`config.mk`:
```
export PLATFORM = sky130hd
export DESIGN_NAME = dcache_fill_ctrl
export DESIGN_NICKNAME = d
export VERILOG_FILES = /design/src/rtl/dcache_fill_ctrl.sv
export SDC_FILE = /design/constraint.sdc
export NUM_CORES = 1
export LEC_CHECK = 0
export CELL_PAD_IN_SITES_DETAIL_PLACEMENT = 0
export CELL_PAD_IN_SITES_GLOBAL_PLACEMENT = 2
export CORE_ASPECT_RATIO = 0.9
export CORE_UTILIZATION = 17
export CTS_BUF_LIST = sky130_fd_sc_hd__clkbuf_8 sky130_fd_sc_hd__clkbuf_16
export CTS_CLUSTER_SIZE = 12
export DETAILED_ROUTE_END_ITERATION = 16
export HOLD_SLACK_MARGIN = 0.12
export PLACE_DENSITY_LB_ADDON = 0.3
export SETUP_SLACK_MARGIN = 0.4
export SLEW_MARGIN = 20
export SYNTH_ARGS = -nofsm -noshare
export SYNTH_HDL_FRONTEND = slang
export SYNTH_SLANG_ARGS = --single-unit
```
`constraint.sdc`:
```
create_clock -name clk -period 2.4 [get_ports clk]
set_input_delay 0.48 -clock clk [delete_from_list [all_inputs] [get_ports clk]]
set_output_delay 0.48 -clock clk [all_outputs]
set_load 0.02 [all_outputs]
```
`src/rtl/dcache_fill_ctrl.sv`:
```
// D-cache miss fill controller: invalidates the line, fetches two quadwords, arbitrates the cache write port with stores.
// Optional build macro DC_FILL_CRITICAL_WORD_FIRST_EN: critical quadword first with early fill_done.
module dcache_fill_ctrl #(
    parameter int unsigned TIMEOUT = 1023
) (
    input  logic        clk,
    input  logic        reset,
    input  logic        miss_e1,
    input  logic [31:0] miss_addr_e1,
    input  logic        st_req,
    input  logic [31:0] st_addr,
    input  logic [63:0] st_data,
    input  logic [7:0]  st_be,
    output logic        st_ack,
    output logic        mem_req,
    output logic [31:0] mem_addr,
    input  logic        mem_gnt,
    input  logic        mem_rvalid,
    input  logic [63:0] mem_rdata,
    output logic        write_xx,
    output logic [31:0] write_addr_xx,
    output logic [63:0] write_data_xx,
    output logic [7:0]  write_be_xx,
    output logic        inv_en_e1,
    output logic [5:0]  inv_index_e1,
    output logic        busy,
    output logic        fill_done,
    output logic [63:0] fill_data,
    output logic        fill_err
);

    localparam int unsigned CNT_W = (TIMEOUT > 1023) ? $clog2(TIMEOUT + 1) : 10;

    typedef enum logic [2:0] {IDLE, INV, REQ, BEAT0, BEAT1, DONE} state_e;

    state_e           state_q, state_d;
    logic [31:0]      addr_q, addr_d;
    logic [CNT_W-1:0] cnt_q, cnt_d;
    logic [63:0]      fill_data_q, fill_data_d;
    logic             abort_q, abort_d;
    logic             beat_qw;
`ifdef DC_FILL_CRITICAL_WORD_FIRST_EN
    logic             early_q, early_d;
`endif

`ifdef DC_FILL_CRITICAL_WORD_FIRST_EN
    assign beat_qw = (state_q == BEAT1) ^ addr_q[3];
`else
    assign beat_qw = (state_q == BEAT1);
`endif

    assign mem_addr     = {addr_q[31:4], 4'b0000};
    assign inv_index_e1 = addr_q[9:4];
    assign fill_data    = fill_data_q;
    assign busy         = (state_q != IDLE);

    always_ff @(posedge clk) begin
        if (reset) begin
            state_q     <= IDLE;
            addr_q      <= '0;
            cnt_q       <= '0;
            fill_data_q <= '0;
            abort_q     <= 1'b0;
`ifdef DC_FILL_CRITICAL_WORD_FIRST_EN
            early_q     <= 1'b0;
`endif
        end else begin
            state_q     <= state_d;
            addr_q      <= addr_d;
            cnt_q       <= cnt_d;
            fill_data_q <= fill_data_d;
            abort_q     <= abort_d;
`ifdef DC_FILL_CRITICAL_WORD_FIRST_EN
            early_q     <= early_d;
`endif
        end
    end

    always_comb begin
        state_d       = state_q;
        addr_d        = addr_q;
        cnt_d         = cnt_q;
        fill_data_d   = fill_data_q;
        abort_d       = abort_q;
`ifdef DC_FILL_CRITICAL_WORD_FIRST_EN
        early_d       = 1'b0;
`endif
        st_ack        = 1'b0;
        mem_req       = 1'b0;
        write_xx      = 1'b0;
        write_addr_xx = {addr_q[31:4], beat_qw, 3'b000};
        write_data_xx = mem_rdata;
        write_be_xx   = 8'hFF;
        inv_en_e1     = 1'b0;
        fill_done     = 1'b0;
        fill_err      = 1'b0;

        case (state_q)
            IDLE: begin
                // Stores own the write port only while no fill is in flight.
                st_ack        = st_req;
                write_xx      = st_req;
                write_addr_xx = st_addr;
                write_data_xx = st_data;
                write_be_xx   = st_be;
                if (miss_e1) begin
                    addr_d  = miss_addr_e1;
                    abort_d = 1'b0;
                    state_d = INV;
                end
            end
            INV: begin
                inv_en_e1 = 1'b1;
                if (abort_q) begin
                    fill_err = 1'b1;
                    abort_d  = 1'b0;
                    state_d  = IDLE;
                end else begin
                    state_d  = REQ;
                end
            end
            REQ: begin
                mem_req = 1'b1;
                if (mem_gnt) begin
                    cnt_d   = '0;
                    state_d = BEAT0;
                end
            end
            BEAT0, BEAT1: begin
                cnt_d = cnt_q + 1'b1;
                if (mem_rvalid) begin
                    write_xx = 1'b1;
                    if (beat_qw == addr_q[3]) fill_data_d = mem_rdata;
                    state_d = (state_q == BEAT0) ? BEAT1 : DONE;
`ifdef DC_FILL_CRITICAL_WORD_FIRST_EN
                    early_d = (state_q == BEAT0);
`endif
                end
                // Timeout loses only to the final beat landing in the same cycle.
                if (cnt_q == CNT_W'(TIMEOUT - 1) && !(mem_rvalid && state_q == BEAT1)) begin
                    abort_d = 1'b1;
                    state_d = INV;
`ifdef DC_FILL_CRITICAL_WORD_FIRST_EN
                    early_d = 1'b0;
`endif
                end
            end
            DONE: begin
`ifndef DC_FILL_CRITICAL_WORD_FIRST_EN
                fill_done = 1'b1;
`endif
                state_d = IDLE;
            end
            default: state_d = IDLE;
        endcase

`ifdef DC_FILL_CRITICAL_WORD_FIRST_EN
        fill_done = early_q;
`endif
    end

endmodule

```
* After elaboration in Yosys (flattened, before gate mapping)
Index checks and enable logic that the tools add are counted.
** Operators by class
- Add/subtract/negate cells :: 1
- Equality and inequality tests :: 11
- Muxes and demuxes :: 23
- Reductions and logical operators :: 13
** Operators with widths (count)
- two-way mux 64 bit :: 1
- two-way mux 32 bit :: 1
- one-hot mux 10 bit (2 select lines) :: 1
- two-way mux 3 bit :: 4
- one-hot mux 3 bit (4 select lines) :: 1
- adder 10 x 1 -> 10 bit, second input constant :: 1
- equality test 10 bit, second input constant :: 1
- two-way mux 1 bit :: 10
- two-way mux 10 bit :: 1
- AND reduction 3 bit :: 3
- two-way mux 8 bit :: 1
- equality test 3 x 2 -> 1 bit, second input constant :: 2
- equality test 3 bit, second input constant :: 2
- != test 2 bit, second input constant :: 3
- nonzero test 3 bit :: 2
- AND reduction 2 bit :: 2
- equality test 3 x 1 -> 1 bit, second input constant :: 1
- zero test 3 bit :: 1
- != test 3 bit, second input constant :: 1
- one-hot mux 1 bit (3 select lines) :: 1
- logical AND 1 bit :: 2
- two-way mux 2 bit :: 1
- one-hot mux 1 bit (2 select lines) :: 1
- nonzero test 2 bit :: 1
- 3 further kinds :: 3
** Storage, ports and cells
- Register bits after elaboration :: 110
- Input bits :: 206
- Output and inout port bits :: 213
- Logic and storage cells :: 53

* Depth between registers and ports, before layout
- Depth after elaboration :: 6
- Gate-level depth with buffers :: 7
- Gate-level depth less buffers :: 6

* Worst setup path before layout
No wires, ideal clock.
- Kind :: reg-to-output
- Start :: register state_q[1]
- End :: output port write_addr_xx[10]
- Arrival time :: 1.534 ns
- Data required time :: 1.920 ns
- Path slack :: 0.386 ns
- Stages on the path, launching flop included :: 5
- Cells stage by stage :: dfxtp_1 > nor3_2 > buf_2 > buf_2 > mux2_1
** On the way
- Cells in the longest elaborated chain, start to end :: 2
** Ends and longest elaborated chain
- from (decl) :: line 36 : state_e state_q, state_d;
- from (signal assigned) :: line 68 : state_q <= state_d;
- zero test 3 bit :: line 98 : case (state_q)
- two-way mux 32 bit :: line 98
- to (decl) :: line 21 : output logic [31:0] write_addr_xx,
No other way between the ends.

* Final worst setup path
- Start :: register state_q[2]
- End :: output port write_addr_xx[30]
Same word-level chain as after synthesis.

==> summary.txt <==
port bufs -> 411
pwr/cell area -> 606.0 mW/mm2
adder-cell share of the synthesized area -> 0.4527%
worst hold endpoint -> fill_data[1]
FILL cells -> 3481
DP HPWL -> 17740 um
routability cong. -> 0.7211
YS warnings -> 0
Layout area overhead -> 90.11%
clk root buf -> clkbuf_16
Initial Util -> 17.30%
Syn Inst Count -> 673
Hold Startpoint -> fill_data[1]
clk sinks -> 107
initial antenna violation count -> 1
Pwr Total -> 6.368 mW
kind of critical path -> reg -> out
Mapped Area -> 0.005528 mm2
LEAKAGE -> 4.051 nW
Die Width -> 192.1 um
hold buffer count at CTS -> 0
WL met1 -> 9399 um
final-report setup violation count -> 0
synth top area cells -> dfxtp_1 39%, nand2_1 13%, mux2_2 11%, a21oi_1 9.3%, mux2_1 7.5%
r2r endpoint -> addr_q[10]
number of cell rows -> 62
met2 WL post-DR -> 12010 um
EDFF count, synth -> 0
final WL -> 23560 um
number of remaining DRC errors -> 0
Fin. Hold Viols -> 0
highest routing layer actually used -> met4
CP Capture Type -> primary output
FF-to-FF path depth -> 9
setup total negative slack -> 0 ns
post-route ant nets -> 0
crit path DAT -> 1.91 ns
run status -> complete, no violations
Max stage delay on crit path -> 0.36 ns
total CTS buffers -> 9
slowest stage cell, crit path -> dfxtp_4
mux contribution to synthesized area -> 18.95%
Synth top area share -> 38.75%
first-pass GRT wire length -> 34440 um
worst path cell trace -> nor3_4 -> buf_12 -> buf_6 -> buf_12 -> buf_16 -> buf_8 -> mux2_4 -> buf_6
Die ar. -> 0.03324 mm2
grt total ovfl -> 0
Tmin final -> 2.388 ns
critical path depth -> 8
H-tree depth -> 3
CP max FO -> 4
complex-gate fraction of the synthesized area -> 13.33%
RR Startpoint -> state_q[2]
Core ar. -> 0.03196 mm2
post-synthesis sequential area ratio -> 38.75%
Worst R2R Setup Slack -> 0.54 ns
average size of a mapped cell -> 8.214 um2
CTS tree -> done
delay-heaviest family, CP -> buffers and inverters
total track usage -> 13.58%
clk buf depth -> 2
drt wl/cell -> 15.76 um
Synth Flop Type -> dfxtp_1
Worst Path Required -> 1.92 ns
DR vias -> 6036
first drt pass iteration count -> 4
die height -> 173.1 um
maxcap violations -> 0
Post-Synth Simple-Gate Area -> 18.45%
share of cells above drive strength 1 -> 25.51%
FF+latch count, synth -> 107
Synth Area in XOR/XNOR -> 0.4753%
routed vias/inst -> 4.037
Buf+Inv Stages, Crit Path -> 6
initial DRC count -> 147
Slew Viols, Final -> 0
clock skew -> 0.01234 ns
# IOs -> 419
max frequency -> 418.8 MHz
fin crit share -> 99.50%
vias in the first global route -> 5933
maximum VDD drop -> 0.2975 mV
main combinational cell family by area after synthesis -> multiplexers
met3 wire length -> 1977 um
largest net degree at the start of global routing -> 63
Cell variety after synth -> 43
RSZ-0062 raised after global routing -> true
leading area contributor after synthesis -> dfxtp_1
Tightest Hold Check Type -> reg -> reg
crit path launch type -> register
Hold Crit Depth -> 2
clock slew at reported path FFs -> 0.07 ns
worst-skew pair later-pin latency -> 0.35 ns
ys async rst share -> 0%
nets@finish -> 1282
routing by layer:
layer / up-vias / track usage (%)
met5: - / 0
li1: 3040 / -
met4: 0 / 2.461
met1: 2737 / 15.04
met2: 249 / 25.20
met3: 10 / 4.262
report_power, final:
group / switching [mW] / internal (mW) / total (mW)
clock: 0.748 / 0.749 / 1.50
combinational: 1.36 / 1.60 / 2.96
sequential: 0.0616 / 1.85 / 1.91
total: 2.17 / 4.19 / 6.37
worst reg2reg max path, delay by kind of cell (launching register included):
kind	cells	cell delay [ns]
buffers and inverters	5	0.85
AND/OR/NAND/NOR	3	0.46
flip-flops	1	0.36
AO/OA/AOI/OAI	1	0.14
synth_stat cells, drive strengths merged, types with 5 or more instances:
master / count
nand2: 191
dfxtp: 107
a21oi: 103
mux2: 93
buf: 68
clkbuf: 16
o21ai: 11
nor2: 10
nand2b: 9
and2: 8
inv: 8
or3: 5
layout by cell type, fill, tap and decap left out, types with 4 or more instances in the layout:
| cell | instances |
|---|---|
| a21oi_1 | 103 |
| and2_1 | 8 |
| and3_1 | 4 |
| buf_12 | 8 |
| buf_2 | 55 |
| buf_4 | 54 |
| buf_6 | 39 |
| buf_8 | 8 |
| clkbuf_16 | 10 |
| clkdlybuf4s50_1 | 299 |
| conb_1 | 4 |
| dfxtp_1 | 104 |
| inv_1 | 8 |
| mux2_1 | 17 |
| mux2_2 | 50 |
| mux2_4 | 26 |
| nand2_1 | 191 |
| nand2b_1 | 9 |
| nor2_1 | 7 |
| o21ai_0 | 9 |
| or3_1 | 5 |
registers in the layout (all words and copies together), names as in the netlist:
| signal | count |
|---|---|
| abort_q | 1 |
| fill_data | 64 |
| state_q | 3 |
| cnt_q | 10 |
| addr_q | 29 |
layout make-up:
class / count / area (um2) / area share (%)
inverters: 8 / 30.03 / 0.2857
diodes: 1 / 2.502 / 0.02381
clock buffers: 10 / 239.0 / 2.274
repair buffers: 471 / 4524 / 43.05
flip-flops and latches: 107 / 2148 / 20.44
multi-input cells: 477 / 2999 / 28.54
well taps: 416 / 520.5 / 4.953
clock inverters: 5 / 45.04 / 0.4286
worst max path at each step:
stage,start,to
after global placement,mem_rvalid,write_xx
after floorplan,state_q[1],write_addr_xx[10]
after CTS,state_q[0],write_data_xx[9]
final,state_q[2],write_addr_xx[30]
after detailed placement,mem_rvalid,write_xx
after global routing,state_q[2],write_addr_xx[30]
cell families after synthesis:
kind of cell,count (synthesis)
fa+ha+maj,2
simple gates,241
buf+inv,92
mux,93
compound gates,134
xor+xnor,3
flops,107
other cells,1
what timing repair did:
item / in CTS / in global routing
setup endpoints to repair: 141 / 124
setup buffers: 9 / 7
gates resized for setup: 411 / 179
pin swaps: 1 / 3
cloned: 3 / 1
through the flow:
stage | setup WS, ns | area (um2) | hold slack (ns) | util [%] | cells
floorplan | 0.4355 | 5545 | 0.4403 | - | 676
global placement | -0.03071 | 10080 | 0.4414 | 31.53 | 1459
detailed placement | -0.01276 | 10080 | 0.4461 | 31.53 | 1459
CTS | -0.1019 | 10340 | 0.4567 | 32.35 | 1486
global route | -0.06711 | 10510 | 0.4721 | 32.87 | 1494
finish | 0.01202 | 10510 | 0.4542 | 32.88 | 1495
Note: power is estimated with default switching activity, not from simulation.
